**src/rtl/regfile_pkg.sv**
```systemverilog
// rtl/regfile_pkg.sv - shared widths, opcodes and FSM states for the register-file master
//
// Contents:
//   DW_DEFAULT / AW_DEFAULT  default data and address widths
//   OP_LOADI..OP_READ        2-bit command opcodes
//   state_e                  master FSM states
package regfile_pkg;

    localparam int DW_DEFAULT = 8;
    localparam int AW_DEFAULT = 3;

    localparam logic [1:0] OP_LOADI = 2'b00;
    localparam logic [1:0] OP_ADD   = 2'b01;
    localparam logic [1:0] OP_SUB   = 2'b10;
    localparam logic [1:0] OP_READ  = 2'b11;

    typedef enum logic [1:0] {
        ST_IDLE = 2'b00,
        ST_EXEC = 2'b01,
        ST_RESP = 2'b10
    } state_e;

endpackage

```
**src/rtl/regfile_if.sv**
```systemverilog
// rtl/regfile_if.sv - command and read-back response channels of the register-file master
//
// Signals:
//   cmd_valid/cmd_ready                      command handshake
//   cmd_op/cmd_dst/cmd_src1/cmd_src2/cmd_imm command payload
//   rsp_valid/rsp_ready/rsp_data             read-back response
// Modports:
//   master  host / sequencer side
//   slave   regfile_master side
interface regfile_if #(
    parameter int DW = 8,
    parameter int AW = 3
);
    logic          cmd_valid;
    logic          cmd_ready;
    logic [1:0]    cmd_op;
    logic [AW-1:0] cmd_dst;
    logic [AW-1:0] cmd_src1;
    logic [AW-1:0] cmd_src2;
    logic [DW-1:0] cmd_imm;
    logic          rsp_valid;
    logic          rsp_ready;
    logic [DW-1:0] rsp_data;

    modport master (
        output cmd_valid, cmd_op, cmd_dst, cmd_src1, cmd_src2, cmd_imm, rsp_ready,
        input  cmd_ready, rsp_valid, rsp_data
    );

    modport slave (
        input  cmd_valid, cmd_op, cmd_dst, cmd_src1, cmd_src2, cmd_imm, rsp_ready,
        output cmd_ready, rsp_valid, rsp_data
    );
endinterface

```
**src/rtl/regfile_alu.sv**
```systemverilog
// rtl/regfile_alu.sv - combinational ALU for register operations
//
// Ports:
//   op      in  opcode (OP_LOADI passes b, OP_ADD, OP_SUB, OP_READ passes a)
//   a, b    in  operands
//   result  out low DW bits of the operation
//   carry   out carry-out for ADD, no-borrow (a >= b) for SUB, 0 otherwise
module regfile_alu
    import regfile_pkg::*;
#(
    parameter int DW = DW_DEFAULT
) (
    input  logic [1:0]    op,
    input  logic [DW-1:0] a,
    input  logic [DW-1:0] b,
    output logic [DW-1:0] result,
    output logic          carry
);

    logic [DW:0] sum;
    logic [DW:0] diff;

    always_comb begin
        sum    = {1'b0, a} + {1'b0, b};
        diff   = {1'b0, a} - {1'b0, b};
        result = a;
        carry  = 1'b0;
        case (op)
            OP_LOADI: result = b;
            OP_ADD:   {carry, result} = sum;
            OP_SUB: begin
                result = diff[DW-1:0];
                // The extended difference borrows into bit DW exactly when a < b.
                carry  = ~diff[DW];
            end
            default:  result = a;
        endcase
    end

endmodule

```
**src/rtl/regfile_master.sv**
```systemverilog
// rtl/regfile_master.sv - handshaked command initiator owning the register file ports
//
// Ports:
//   clk, rst                     clock, asynchronous active-high reset
//   bus (regfile_if.slave)       command channel in, read-back response out
//   flag_c                       carry / no-borrow of the last ADD or SUB
//   rf_we, rf_w_addr, rf_w_data  register file write port
//   rf_r_addr1/2, rf_r_data1/2   register file read ports (data is combinational)
module regfile_master
    import regfile_pkg::*;
#(
    parameter int DW = DW_DEFAULT,
    parameter int AW = AW_DEFAULT
) (
    input  logic          clk,
    input  logic          rst,
    regfile_if.slave      bus,
    output logic          flag_c,
    output logic          rf_we,
    output logic [AW-1:0] rf_w_addr,
    output logic [DW-1:0] rf_w_data,
    output logic [AW-1:0] rf_r_addr1,
    output logic [AW-1:0] rf_r_addr2,
    input  logic [DW-1:0] rf_r_data1,
    input  logic [DW-1:0] rf_r_data2
);

    state_e        state_q;
    state_e        state_d;

    logic [1:0]    op_q;
    logic [AW-1:0] dst_q;
    logic [AW-1:0] src1_q;
    logic [AW-1:0] src2_q;
    logic [DW-1:0] imm_q;
    logic [DW-1:0] rsp_data_q;

    logic          cmd_ready_c;
    logic          rsp_valid_c;
    logic          accept;
    logic          exec_arith;
    logic          exec_read;

    logic [DW-1:0] alu_b;
    logic [DW-1:0] alu_result;
    logic          alu_carry;

    // State register
    always_ff @(posedge clk or posedge rst) begin
        if (rst) begin
            state_q <= ST_IDLE;
        end else begin
            state_q <= state_d;
        end
    end

    // Next-state logic
    always_comb begin
        state_d = state_q;
        case (state_q)
            ST_IDLE: if (bus.cmd_valid) state_d = ST_EXEC;
            ST_EXEC: state_d = (op_q == OP_READ) ? ST_RESP : ST_IDLE;
            ST_RESP: if (bus.rsp_ready) state_d = ST_IDLE;
            default: state_d = ST_IDLE;
        endcase
    end

    // Outputs decoded from state only, so an asynchronous reset drops
    // rf_we and rsp_valid in the same instant it forces IDLE.
    always_comb begin
        cmd_ready_c = 1'b0;
        rsp_valid_c = 1'b0;
        rf_we       = 1'b0;
        case (state_q)
            ST_IDLE: cmd_ready_c = 1'b1;
            ST_EXEC: rf_we       = (op_q != OP_READ);
            ST_RESP: rsp_valid_c = 1'b1;
            default: cmd_ready_c = 1'b0;
        endcase
    end

    assign accept     = (state_q == ST_IDLE) && bus.cmd_valid;
    assign exec_arith = (state_q == ST_EXEC) && ((op_q == OP_ADD) || (op_q == OP_SUB));
    assign exec_read  = (state_q == ST_EXEC) && (op_q == OP_READ);

    // Command registers, response capture and the sticky arithmetic flag
    always_ff @(posedge clk or posedge rst) begin
        if (rst) begin
            op_q       <= OP_LOADI;
            dst_q      <= '0;
            src1_q     <= '0;
            src2_q     <= '0;
            imm_q      <= '0;
            rsp_data_q <= '0;
            flag_c     <= 1'b0;
        end else begin
            if (accept) begin
                op_q   <= bus.cmd_op;
                dst_q  <= bus.cmd_dst;
                src1_q <= bus.cmd_src1;
                src2_q <= bus.cmd_src2;
                imm_q  <= bus.cmd_imm;
            end
            if (exec_read) begin
                rsp_data_q <= rf_r_data1;
            end
            if (exec_arith) begin
                flag_c <= alu_carry;
            end
        end
    end

    // LOADI reuses the ALU pass-through of operand b, so the write data path
    // has a single source and resets to zero along with the command registers.
    assign alu_b = (op_q == OP_LOADI) ? imm_q : rf_r_data2;

    regfile_alu #(.DW(DW)) u_alu (
        .op     (op_q),
        .a      (rf_r_data1),
        .b      (alu_b),
        .result (alu_result),
        .carry  (alu_carry)
    );

    assign rf_w_addr  = dst_q;
    assign rf_w_data  = alu_result;
    assign rf_r_addr1 = src1_q;
    assign rf_r_addr2 = src2_q;

    assign bus.cmd_ready = cmd_ready_c;
    assign bus.rsp_valid = rsp_valid_c;
    assign bus.rsp_data  = rsp_data_q;

endmodule

```
**src/flat_wrapper.sv**
```systemverilog
// flat-port wrapper written by rule: the top's interface ports become plain ports
module regfile_master_flat import regfile_pkg::*;
#(
    parameter int DW = DW_DEFAULT,
    parameter int AW = AW_DEFAULT
)
  (clk, rst, flag_c, rf_we, rf_w_addr, rf_w_data, rf_r_addr1, rf_r_addr2, rf_r_data1, rf_r_data2, bus_cmd_valid, bus_cmd_op, bus_cmd_dst, bus_cmd_src1, bus_cmd_src2, bus_cmd_imm, bus_rsp_ready, bus_cmd_ready, bus_rsp_valid, bus_rsp_data);
  regfile_if #(.DW(DW), .AW(AW)) bus_i ();
  input  logic clk;
  input  logic rst;
  output logic flag_c;
  output logic rf_we;
  output logic [AW-1:0] rf_w_addr;
  output logic [DW-1:0] rf_w_data;
  output logic [AW-1:0] rf_r_addr1;
  output logic [AW-1:0] rf_r_addr2;
  input  logic [DW-1:0] rf_r_data1;
  input  logic [DW-1:0] rf_r_data2;
  input wire logic [$bits(bus_i.cmd_valid)-1:0] bus_cmd_valid;
  input wire logic [$bits(bus_i.cmd_op)-1:0] bus_cmd_op;
  input wire logic [$bits(bus_i.cmd_dst)-1:0] bus_cmd_dst;
  input wire logic [$bits(bus_i.cmd_src1)-1:0] bus_cmd_src1;
  input wire logic [$bits(bus_i.cmd_src2)-1:0] bus_cmd_src2;
  input wire logic [$bits(bus_i.cmd_imm)-1:0] bus_cmd_imm;
  input wire logic [$bits(bus_i.rsp_ready)-1:0] bus_rsp_ready;
  output wire logic [$bits(bus_i.cmd_ready)-1:0] bus_cmd_ready;
  output wire logic [$bits(bus_i.rsp_valid)-1:0] bus_rsp_valid;
  output wire logic [$bits(bus_i.rsp_data)-1:0] bus_rsp_data;
  assign bus_i.cmd_valid = bus_cmd_valid;
  assign bus_i.cmd_op = bus_cmd_op;
  assign bus_i.cmd_dst = bus_cmd_dst;
  assign bus_i.cmd_src1 = bus_cmd_src1;
  assign bus_i.cmd_src2 = bus_cmd_src2;
  assign bus_i.cmd_imm = bus_cmd_imm;
  assign bus_i.rsp_ready = bus_rsp_ready;
  assign bus_cmd_ready = bus_i.cmd_ready;
  assign bus_rsp_valid = bus_i.rsp_valid;
  assign bus_rsp_data = bus_i.rsp_data;
  regfile_master #(.DW(DW), .AW(AW)) u_core (.clk(clk), .rst(rst), .bus(bus_i), .flag_c(flag_c), .rf_we(rf_we), .rf_w_addr(rf_w_addr), .rf_w_data(rf_w_data), .rf_r_addr1(rf_r_addr1), .rf_r_addr2(rf_r_addr2), .rf_r_data1(rf_r_data1), .rf_r_data2(rf_r_data2));
endmodule
```
**config.mk**
```make
export PLATFORM = sky130hd
export DESIGN_NAME = regfile_master_flat
export DESIGN_NICKNAME = d
export VERILOG_FILES = /design/src/rtl/regfile_pkg.sv /design/src/rtl/regfile_if.sv /design/src/rtl/regfile_alu.sv /design/src/rtl/regfile_master.sv /design/src/flat_wrapper.sv
export SDC_FILE = /design/constraint.sdc
export NUM_CORES = 1
export LEC_CHECK = 0
export BUFFER_PORTS_ARGS = -buffer_cell sky130_fd_sc_hd__buf_4
export CORE_MARGIN = 3
export CORE_UTILIZATION = 50
export DETAILED_ROUTE_END_ITERATION = 16
export PLACE_DENSITY = 0.88
export SYNTH_ARGS = -nofsm -noshare
export SYNTH_HDL_FRONTEND = slang
export SYNTH_SLANG_ARGS = --single-unit
```
**constraint.sdc**
```tcl
create_clock -name clk -period 4.95 [get_ports clk]
set_input_delay 0.495 -clock clk [delete_from_list [all_inputs] [get_ports clk]]
set_output_delay 0.495 -clock clk [all_outputs]
set_load 0.1 [all_outputs]
```
**Word-level counts from Yosys, hierarchy flattened**

Index checks and enable logic that the tools add are counted.

- Add/sub/neg operators: 2
- Equality and inequality tests: 8
- Muxes and demuxes: 10
- Bitwise logic cells: 1
- Reduce and logical (&&, ||, !) cells: 7

Operator list:

| cell | count |
|---|---|
| one-hot mux 8 bit (3 select lines) | 1 |
| adder 8 x 8 -> 9 bit | 1 |
| subtractor 8 x 8 -> 9 bit | 1 |
| two-way mux 8 bit | 1 |
| == test 2 bit (second input constant) | 3 |
| two-way mux 2 bit | 3 |
| != test 2 bit (second input constant) | 3 |
| one-hot mux 2 bit (3 select lines) | 1 |
| == test 2 x 1 -> 1 bit (second input constant) | 2 |
| zero test 2 bit | 2 |
| logical AND 1 bit | 3 |
| two-way mux 1 bit | 3 |
| one-hot mux 1 bit (2 select lines) | 1 |
| AND reduction 2 bit | 1 |
| logical OR 1 bit | 1 |
| inverter 1 bit | 1 |

- Bits in registers: 30
- Input bits: 39
- Output and inout port bits: 29

**Logic depth before layout (Yosys ltp)**

Gate-level depths: netlist (run 1).

- Word-level depth: 5
- Depth in mapped cells: 13
- Mapped depth without buffers: 11

**By module**

From an unflattened synthesis (run 1), not the netlist that was laid out.

- Cells, all modules: 230
- Area total of the unflattened synthesis: 2316.0 µm²

Modules (own cells, without submodules):

| module | times used | cells an instance | area an instance (µm²) | sequential area each (µm²) |
|---|---|---|---|---|
| regfile_master | 1 | 82 | 1278.7 | 750.7 |
| regfile_alu | 1 | 148 | 1037.2 | 0.0 |

**Worst setup path after synthesis (run 1)**

No wires, ideal clock.

- Path type: register -> output
- Start: register u_core.op_q[0]
- End: output port rf_w_data[4]
- Data arrival time: 4.029 ns
- Slack: 0.426 ns
- Cell stages (with the launch flop): 14
- Path through: dfrtp_1 > inv_1 > ha_1 > clkbuf_1 > clkbuf_1 > mux2_2 > ha_1 > inv_1 > fa_1 > nand2b_2 > a21oi_1 > o21a_1 > o21ai_0 > a32oi_1

- Cells in the longest elaborated chain, start to end: 4

Ends and longest elaborated chain:

| item | RTL line | text |
|---|---|---|
| from (decl) | regfile_master.sv:31 | `logic [1:0] op_q;` |
| from (signal assigned) | regfile_master.sv:98 | `op_q <= bus.cmd_op;` |
| zero test 2 bit | regfile_alu.sv:28, regfile_master.sv:115 |  |
| two-way mux 8 bit | regfile_master.sv:115 | `assign alu_b = (op_q == OP_LOADI) ? imm_q : rf_r_data2;` |
| subtractor 8 x 8 -> 9 bit or adder 8 x 8 -> 9 bit (tied branches) | regfile_alu.sv:25, regfile_alu.sv:24 |  |
| one-hot mux 8 bit (3 select lines) * | regfile_alu.sv:28 | `case (op)` |
| to (decl) | flat_wrapper.sv:14 | `output logic [DW-1:0] rf_w_data;` |

Mark *: on every way between the ends. The rest lies on a longest branch, timed or not.

**Worst setup path after layout (run 1)**

- Start: register u_core.op_q[0]
- End: output port rf_w_data[3]

The elaborated chain is that of the path after synthesis.

==> impl_results.md, run 1 <==
* Run status: finished clean
* Ant. Diodes at 0
* Dpl hpwl at 4.371 mm
* Clk root buf: clkbuf_8
* Worst path bufs/invs at 2
* Startpoint Class: register
* Minimum clock period at 4085 ps
* Slowest stage cell, crit path: ha_1
* Crit Path Class: reg2out
* DRC viols at 0
* P&R area growth vs syn at 26.79%
* Die area at 5324 µm²
* Clk sinks at 30
* TritonCTS clock tree: yes
* Hold Path Class: in2reg
* Yosys warning count at 0
* Vias in the first global route at 1979
* Cts repair resizes at 0
* Post-DRT Antenna Nets at 0
* Die Height at 72.97 µm
* Slew headroom at 25.53%
* CP top delay family: adder cells
* DR iter-0 viols at 136
* Cells after synthesis at 238
* Clk pin slew, worst setup/hold paths at 70 ps
* Clk_lat worst skew at 280 ps
* Hold Slack at 405.3 ps
* Synthesized cell area at 2242 µm²
* Nets at 362
* Max-slew violations at 0
* Pre-antenna DRT Iters at 4
* Synthesized Nets at 301
* Post-Syn Area per Cell at 9.421 µm²
* Layout Skew at 6.111 ps
* Asr flop ratio synth at 100.0%
* Sequential-to-total area share from yosys stat at 33.48%
* Initial antenna violation count at 0
* Top_reg_cell synth: dfrtp_1
* Core Footprint at 4173 µm²
* Critical path data required time at 4450 ps
* # hold bufs at CTS at 0
* Post-DR vias/cell at 5.763
* Clock buffer count from CTS at 5
* Remaining Overflow, GRT at 0
* Critical Path End Type: primary output
* Actual slew at the worst max-slew pin at 1116 ps
* WL per Instance at 15.86 µm
* First-pass GRT wire length at 9.204 mm
* Setup violators final at 0
* Crit-path cells: inv_1, ha_1, mux2_2, ha_1, nor3_1, nor3_1, xor2_1, a221oi_1, a2bb2oi_1, buf_4
* Layout cells sized above 1 at 29.67%
* Via count at 2017
* Htree depth at 2
* EDFF count, synth at 0
* Initial core utilization at 53.73%
* Largest net degree at the start of global routing at 31
* DIE WIDTH at 72.97 µm
* Clk buf depth at 2
* Max_cap viols at 0
* RSZ-0062 raised after global routing: false
* Port Buffers at 67
* Total GRT Usage at 22.25%
* Distinct cell type count after synthesis at 50
* Final Hold Fails at 0
* Yosys reg bits at 30
* GPL Wtd Cong at 0.9047
* I/O Pins at 68
* Setup Buffers After CTS at 0
* Row count at 23
* Fmax at 0.2448 GHz
* DRT Wirelength at 5.552 mm
* Final period utilization at 82.54%
* Critical path arrival at 3590 ps
* Crit path largest cell delay at 550 ps
* Max FO, Critical Path at 16
* Setup_tns at 0 ps
-- sequential cells by signal (all words and copies together) (netlist names) --
signal               flops
u_core.rf_w_addr         3
u_core.state_q           2
u_core.bus.rsp_data      8
u_core.rf_r_addr1        3
u_core.op_q              2
u_core.flag_c            1
u_core.rf_r_addr2        3
u_core.imm_q             8
-- placed cells by master (no fill, tap or decap), types with 5 or more instances in the layout --
cell type	count
a21oi_1	13
buf_4	67
clkbuf_8	5
dfrtp_1	30
ha_1	22
inv_1	25
mux2_1	18
mux2_2	9
nand2_1	18
nor2_1	6
nor3_1	6
o21ai_0	16
-- synth_stat cells (2+ instances only) --
| cell type | count | area (µm²) |
|---|---|---|
| a211oi_1 | 4 | 30.03 |
| mux2_2 | 9 | 101.4 |
| fa_1 | 2 | 40.04 |
| nor2_1 | 6 | 22.52 |
| inv_1 | 25 | 93.84 |
| nand2_1 | 18 | 67.56 |
| mux2_1 | 18 | 202.7 |
| buf_2 | 5 | 25.02 |
| inv_2 | 2 | 7.510 |
| o31ai_1 | 4 | 30.03 |
| nand2b_1 | 3 | 18.77 |
| xor2_1 | 2 | 17.52 |
| o311a_1 | 2 | 20.02 |
| ha_1 | 22 | 275.3 |
| nor2b_1 | 4 | 25.02 |
| and2_1 | 2 | 12.51 |
| xnor2_1 | 3 | 26.28 |
| a21oi_1 | 13 | 65.06 |
| o21ai_0 | 16 | 80.08 |
| or3_1 | 4 | 25.02 |
| o21a_1 | 3 | 22.52 |
| clkbuf_1 | 8 | 30.03 |
| o21ai_1 | 2 | 10.01 |
| dfrtp_1 | 30 | 750.7 |
| nor3_1 | 6 | 30.03 |
-- worst paths after layout --
path / start / end / slack (ps) / depth (start not counted)
setup reg to reg: u_core.op_q[0] / u_core.flag_c / 1820 / 11
hold / removal: bus_rsp_ready / u_core.state_q[1] / 410 / 2
hold reg to reg: u_core.rf_r_addr1[1] / u_core.rf_r_addr1[1] / 490 / 1
setup / recovery: u_core.op_q[0] / rf_w_data[3] / 860 / 10
min in group asynchronous: rst / u_core.rf_r_addr2[1] / 500 / 2
max in group asynchronous: rst / u_core.rf_r_addr1[2] / 3780 / 2
-- layer usage --
metal / routed length [µm] / GRT usage (%)
met1: 2346 / 28.12
met2: 2747 / 38.78
met3: 400 / 4.545
met4: 58 / 5.533
met5: 0 / 0
-- cell type report --
| type | count | area, µm² |
|---|---|---|
| multi-input combinational | 168 | 1335 |
| fill | 356 | 1330 |
| sequential | 30 | 750.7 |
| timing repair buffer | 67 | 503.0 |
| inverter | 27 | 101.3 |
| clock buffer | 5 | 68.82 |
| tap | 50 | 62.56 |
| clock inverter | 3 | 21.27 |
-- logic make-up after synthesis --
logic type | count (synthesis) | synth area share (%)
xor gates and xnor gates | 5 | 1.953
and+or+nand+nor | 49 | 10.83
AOI/OAI and AO/OA | 62 | 18.70
adders and majority gates | 24 | 14.06
muxes | 28 | 14.01
buffers and inverters | 40 | 6.975
DFF | 30 | 33.48
-- per-stage QoR --
| stage | std cells | setup slack [ps] | utilization [%] | area [µm²] |
|---|---|---|---|---|
| 6_report | 350 | 864.5 | 68.13 | 2843 |
| 2_1_floorplan | 238 | 426.1 | - | 2242 |
| 5_1_grt | 350 | 691.8 | 68.13 | 2843 |
| 4_1_cts | 350 | 944.8 | 68.13 | 2843 |
| 3_5_place_dp | 342 | 1313 | 65.97 | 2753 |
| 3_3_place_gp | 342 | 1415 | 65.97 | 2753 |
Power of run 1 is not shown: default switching activity piles up to over one toggle a cycle in this logic, so the estimate is an artifact.
==> inputs of run 2 (changes only) <==
Clock period 4.95 ns to 3.9 ns, I/O delays scaled along.
==> impl_results.md, run 2 (synthesized netlist as in run 1, its figures left out) <==
* Layout cells sized above 1 at 31.67% (+2.0 points)
* Dpl hpwl at 4.548 mm (+4.0%)
* Die area at 5324 µm² (unchanged)
* Worst path bufs/invs at 2 (unchanged)
* Cells on Worst Hold Path at 2 (unchanged)
* Clk_lat worst skew at 290 ps (about the same)
* I/O Pins at 68 (unchanged)
* DRC viols at 0 (unchanged)
* Total GRT Usage at 22.95% (+0.70 points)
* GPL Wtd Cong at 0.8756 (-3.2%)
* Ant. Diodes at 0 (unchanged)
* Most frequent cells in the layout: buf_4, dfrtp_1, inv_1
* First-pass GRT wire length at 9.439 mm (+2.6%)
* Reg2reg setup slack at 1060 ps (-760 ps)
* Minimum clock period at 3643 ps
* Startpoint Class: register
* Crit path top cell by count: nor3_1
* Pre-antenna DRT Iters at 4 (unchanged)
* Port Buffers at 67 (unchanged)
* Fmax at 0.2745 GHz
* Setup violators final at 0 (unchanged)
* Critical path data required time at 3510 ps (-940 ps)
* Max_cap viols at 0 (unchanged)
* Initial core utilization at 53.73% (unchanged)
* Hold Path Class: in2reg
* Critical Path End Type: primary output
* Crit Path Class: reg2out
* Actual slew at the worst max-slew pin at 1140 ps (+24.38 ps)
* Hold endpoint: u_core.imm_q[4]
* Slew headroom at 23.91% (-1.6 points)
* TritonCTS clock tree: yes
* CP top delay family: compound AO/OA/AOI/OAI gates
* Die Height at 72.97 µm (unchanged)
* Remaining Overflow, GRT at 0 (unchanged)
* DR iter-0 viols at 149 (+9.6%)
* Setup Buffers After CTS at 0 (unchanged)
* Hold Slack at 316.2 ps (-89.14 ps)
* WL per Instance at 16.66 µm (+5.0%)
* Htree depth at 2 (unchanged)
* Row count at 23 (unchanged)
* Most common cell after layout, fill and taps aside: buf_4
* Run status: finished clean
* Post-DR vias/cell at 5.754 (-0.15%)
* Cts repair resizes at 0 (unchanged)
* Clock buffer count from CTS at 5 (unchanged)
* Critical path arrival at 3250 ps (-340 ps)
* Slowest stage cell, crit path: dfrtp_1
* R2R cell count at 11 (unchanged)
* Setup_tns at 0 ps (unchanged)
* Worst Hold Launch: bus_cmd_imm[4]
* Max FO, Critical Path at 16 (unchanged)
* Vias in the first global route at 2032 (+2.7%)
* Clk root buf: clkbuf_8
* Crit path largest cell delay at 410 ps (-140 ps)
* Core Footprint at 4173 µm² (unchanged)
* Max-slew violations at 0 (unchanged)
* R2R Path Start: u_core.op_q[0]
* Final period utilization at 93.41%
* Post-DRT Antenna Nets at 0 (unchanged)
* Crit Reg-Reg Endpoint: u_core.flag_c
* Layout Skew at 5.994 ps (-0.1162 ps)
* Initial antenna violation count at 0 (unchanged)
* Clk pin slew, worst setup/hold paths at 70 ps (about the same)
* Largest net degree at the start of global routing at 31 (unchanged)
* Crit-path cells: inv_1, ha_4, mux2_2, ha_1, nor3_1, nor3_1, o311a_1, o31ai_1, o21ai_2, buf_4
* Nets at 362 (unchanged)
* RSZ-0062 raised after global routing: false
* Clk buf depth at 2 (unchanged)
* Clk sinks at 30 (unchanged)
* Final Hold Fails at 0 (unchanged)
* P&R area growth vs syn at 28.79%
* Via count at 2014 (-0.15%)
* DIE WIDTH at 72.97 µm (unchanged)
* # hold bufs at CTS at 0 (unchanged)
* DRT Wirelength at 5.832 mm (+5.0%)
[run 2: changes by cell type in the layout (fill, tap and decap cells not counted), sizes merged]
cell,before,now
clkinvlp,1,0
clkbuf,5,7
clkinv,2,1
[run 2: worst max path at each step]
| stage | from | endpoint | slack, ps | depth (start not counted) |
|---|---|---|---|---|
| global route | u_core.op_q[0] | rf_w_data[5] | 40 | 10 |
| detailed placement | u_core.op_q[1] | rf_w_data[5] | 330 | 10 |
| finish | u_core.op_q[0] | rf_w_data[5] | 260 | 10 |
| floorplan | u_core.op_q[0] | rf_w_data[4] | 50 | 13 |
| CTS | u_core.op_q[1] | rf_w_data[5] | 20 | 10 |
| global placement | u_core.op_q[0] | rf_w_data[6] | 430 | 12 |
[run 2: metal layers]
metal,vias up,share of wire (%),routed length [µm],track usage (%)
met5,-,0,0,0
met4,0,1.5,85,5.943
met3,11,7.8,456,6.474
met2,87,49,2833,39.38
met1,954,42,2456,28.29
li1,962,-,-,-
[run 2: final cells by class]
cell class,instances,area (µm²)
clock inverters,1,5.005
well taps,50,62.56
inverters,27,101.3
repair buffers,67,503.0
flip-flops and latches,30,750.7
fillers,327,1285
multi-input cells,168,1379
clock buffers,7,86.33
[run 2: metrics by stage]
stage                     area (µm²)  setup slack (ps)  std cells  utilization, %
after floorplan                 2273             54.99        238               -
after global placement          2784             428.1        342           66.72
after detailed placement        2784             329.8        342           66.72
after CTS                       2875             19.37        350           68.91
after global routing            2888             44.77        350           69.21
final                           2888             256.9        350           69.21
[run 2: worst register-to-register path, cell delays in order (launching register included)]
cell and delay [ps]:
dfrtp_1 410, inv_1 150, ha_4 270, mux2_2 380, ha_1 220, inv_1 70
fa_1 200, nor2b_1 70, o31a_1 290, o31ai_1 240, a211oi_1 120, a221o_1 290
Power of run 2 is left out for the same reason.
==> inputs of run 3 (changes only) <==
Settings changed: CORE_UTILIZATION 50 to 30, PLACE_DENSITY 0.88 to 0.61, SLEW_MARGIN from default to 20.
==> impl_results.md, run 3 (synthesized netlist as in run 1, its figures left out) <==
* Fillcell total at 724 (+120%)
* DIE WIDTH at 92.45 µm (+27%)
* Pre-antenna DRT Iters at 4 (unchanged)
* First-pass GRT wire length at 10.01 mm (+6.1%)
* Actual slew at the worst max-slew pin at 975.5 ps (-164.7 ps)
* Crit Reg-Reg Endpoint: u_core.flag_c
* Crit path largest cell delay at 410 ps (about the same)
* Layout cells sized above 1 at 31.56% (-0.11 points)
* Worst path bufs/invs at 3 (+1)
* Crit-path cells: inv_1, ha_4, mux2_2, ha_1, inv_1, fa_1, nor2b_1, o31a_1, o2111ai_1, o311ai_1, o32a_1, buf_4
* WP depth at 12 (+2)
* Startpoint Class: register
* Max-slew violations at 0 (unchanged)
* # hold bufs at CTS at 0 (unchanged)
* DRT Wirelength at 6.111 mm (+4.8%)
* Crit Path Class: reg2out
* Layout Skew at 3.228 ps (-2.766 ps)
* Setup_tns at 0 ps (unchanged)
* Minimum clock period at 3608 ps (-35.11 ps)
* Critical Path End Type: primary output
* Clk sinks at 30 (unchanged)
* Via count at 1998 (-0.79%)
* Clk_lat worst skew at 280 ps (about the same)
* Core Footprint at 7019 µm² (+68%)
* Final period utilization at 92.51% (-0.90 points)
* Remaining Overflow, GRT at 0 (unchanged)
* Clock buffer count from CTS at 5 (unchanged)
* Clk pin slew, worst setup/hold paths at 70 ps (about the same)
* Clk root buf: clkbuf_8
* Most frequent cells in the layout: buf_4, dfrtp_1, inv_1
* Clk buf depth at 2 (unchanged)
* Placed insts at 389 (+14%)
* Layout Cells excl Fill at 397 (+13%)
* Ant. Diodes at 0 (unchanged)
* Run status: finished clean
* Max_cap viols at 0 (unchanged)
* P&R area growth vs syn at 32.37%
* DR iter-0 viols at 76 (-49%)
* Final Hold Fails at 0 (unchanged)
* Critical path data required time at 3510 ps (about the same)
* Htree depth at 2 (unchanged)
* Initial core utilization at 31.94% (-22 points)
* Pwr/cell area at 897.1 nW/µm²
* Pre-CTS setup slack at 352.1 ps (+22.31 ps)
* RSZ-0062 raised after global routing: false
* Most common cell after layout, fill and taps aside: buf_4
* Nets at 363 (+0.28%)
* R2R Path Start: u_core.op_q[0]
* Largest net degree at the start of global routing at 31 (unchanged)
* TritonCTS clock tree: yes
* CP top delay family: compound AO/OA/AOI/OAI gates
* Initial antenna violation count at 0 (unchanged)
* Post-DR vias/cell at 5.033 (-13%)
* Hold Path Class: in2async
* PnR worst setup slack at 292.0 ps (+35.12 ps)
* Total power at 2.663 mW
* R2R cell count at 11 (unchanged)
* Cell leakage power at 1.396 nW
* GPL Wtd Cong at 0.8617 (-1.6%)
* Max FO, Critical Path at 16 (unchanged)
* Post-DRT Antenna Nets at 0 (unchanged)
* Slowest stage cell, crit path: dfrtp_1
* Fmax at 0.2772 GHz (+0.97%)
* Dpl hpwl at 4.735 mm (+4.1%)
* WL per Instance at 15.39 µm (-7.6%)
* Setup violators final at 0 (unchanged)
* Total GRT Usage at 14.74% (-8.2 points)
* Die area at 8547 µm² (+61%)
* Critical path arrival at 3220 ps (-30 ps)
* Slew headroom at 34.97% (+11 points)
* I/O Pins at 68 (unchanged)
* Crit path top cell by count: inv_1
* Die Height at 92.45 µm (+27%)
* Port Buffers at 67 (unchanged)
* DRC viols at 0 (unchanged)
* Peak supply drop at 634.0 µV
* Row count at 30 (+30%)
* Reg2reg setup slack at 1080 ps (+20 ps)
* Vias in the first global route at 2041 (+0.44%)
==> run 3: cell count changes in the layout (fill, tap and decap cells not counted) <==
cell	change
buf_4	+1
clkinv_2	-1
clkbuf_8	-1
bufinv_16	+1
clkbuf_1	+1
==> run 3: report_power, final <==
| group | internal (mW) | switching [mW] | total (mW) |
|---|---|---|---|
| Clock | 0.191 | 0.117 | 0.308 |
| Combinational | 0.489 | 1.39 | 1.88 |
| Sequential | 0.411 | 0.0600 | 0.471 |
==> run 3: final cells by class <==
cell class              instances  area, µm²  area share, %
clock inverters                 1      30.03          1.012
multi-input cells             168       1379          46.46
flip-flops and latches         30      750.7          25.30
repair buffers                 68      510.5          17.20
clock buffers                   7      76.32          2.572
well taps                      96      120.1          4.047
inverters                      27      101.3          3.415
==> run 3: repair_timing <==
item,4_1_cts,5_1_grt
endpoints found under the setup margin,0,5
buffers inserted,0,0
gates resized for setup,0,2
==> run 3: worst reg2reg max path, stage by stage, from the launching register on <==
cell,delay [ps]
dfrtp_1,410
inv_1,140
ha_4,270
mux2_2,390
ha_1,210
inv_1,70
fa_1,200
nor2b_1,70
o31a_1,290
o31ai_1,270
a211oi_1,120
a221o_1,260
==> run 3: metal layers <==
metal,vias up,part of all wire [%],global-route usage (%)
met5,-,0,0
met1,941,46,19.34
met2,85,47,24.71
met4,0,0.38,2.970
met3,3,6.7,3.493
li1,969,-,-
==> run 3: how the worst max path moves through the flow <==
stage | endpoint | from
CTS | rf_w_data[6] | u_core.op_q[0]
floorplan | rf_w_data[4] | u_core.op_q[0]
global route | rf_w_data[6] | u_core.op_q[0]
global placement | rf_w_data[6] | u_core.op_q[0]
finish | rf_w_data[6] | u_core.op_q[0]
detailed placement | rf_w_data[6] | u_core.op_q[0]
==> run 3: stage by stage <==
| stage | instance area [µm²] | util (%) | hold WS (ps) |
|---|---|---|---|
| after floorplan | 2273 | - | 458.0 |
| after global placement | 2849 | 40.59 | 470.0 |
| after detailed placement | 2849 | 40.59 | 480.7 |
| after CTS | 2955 | 42.10 | 203.7 |
| after global routing | 2968 | 42.28 | 225.6 |
| final | 2968 | 42.28 | 192.2 |
(Power assumes the default switching activity.)
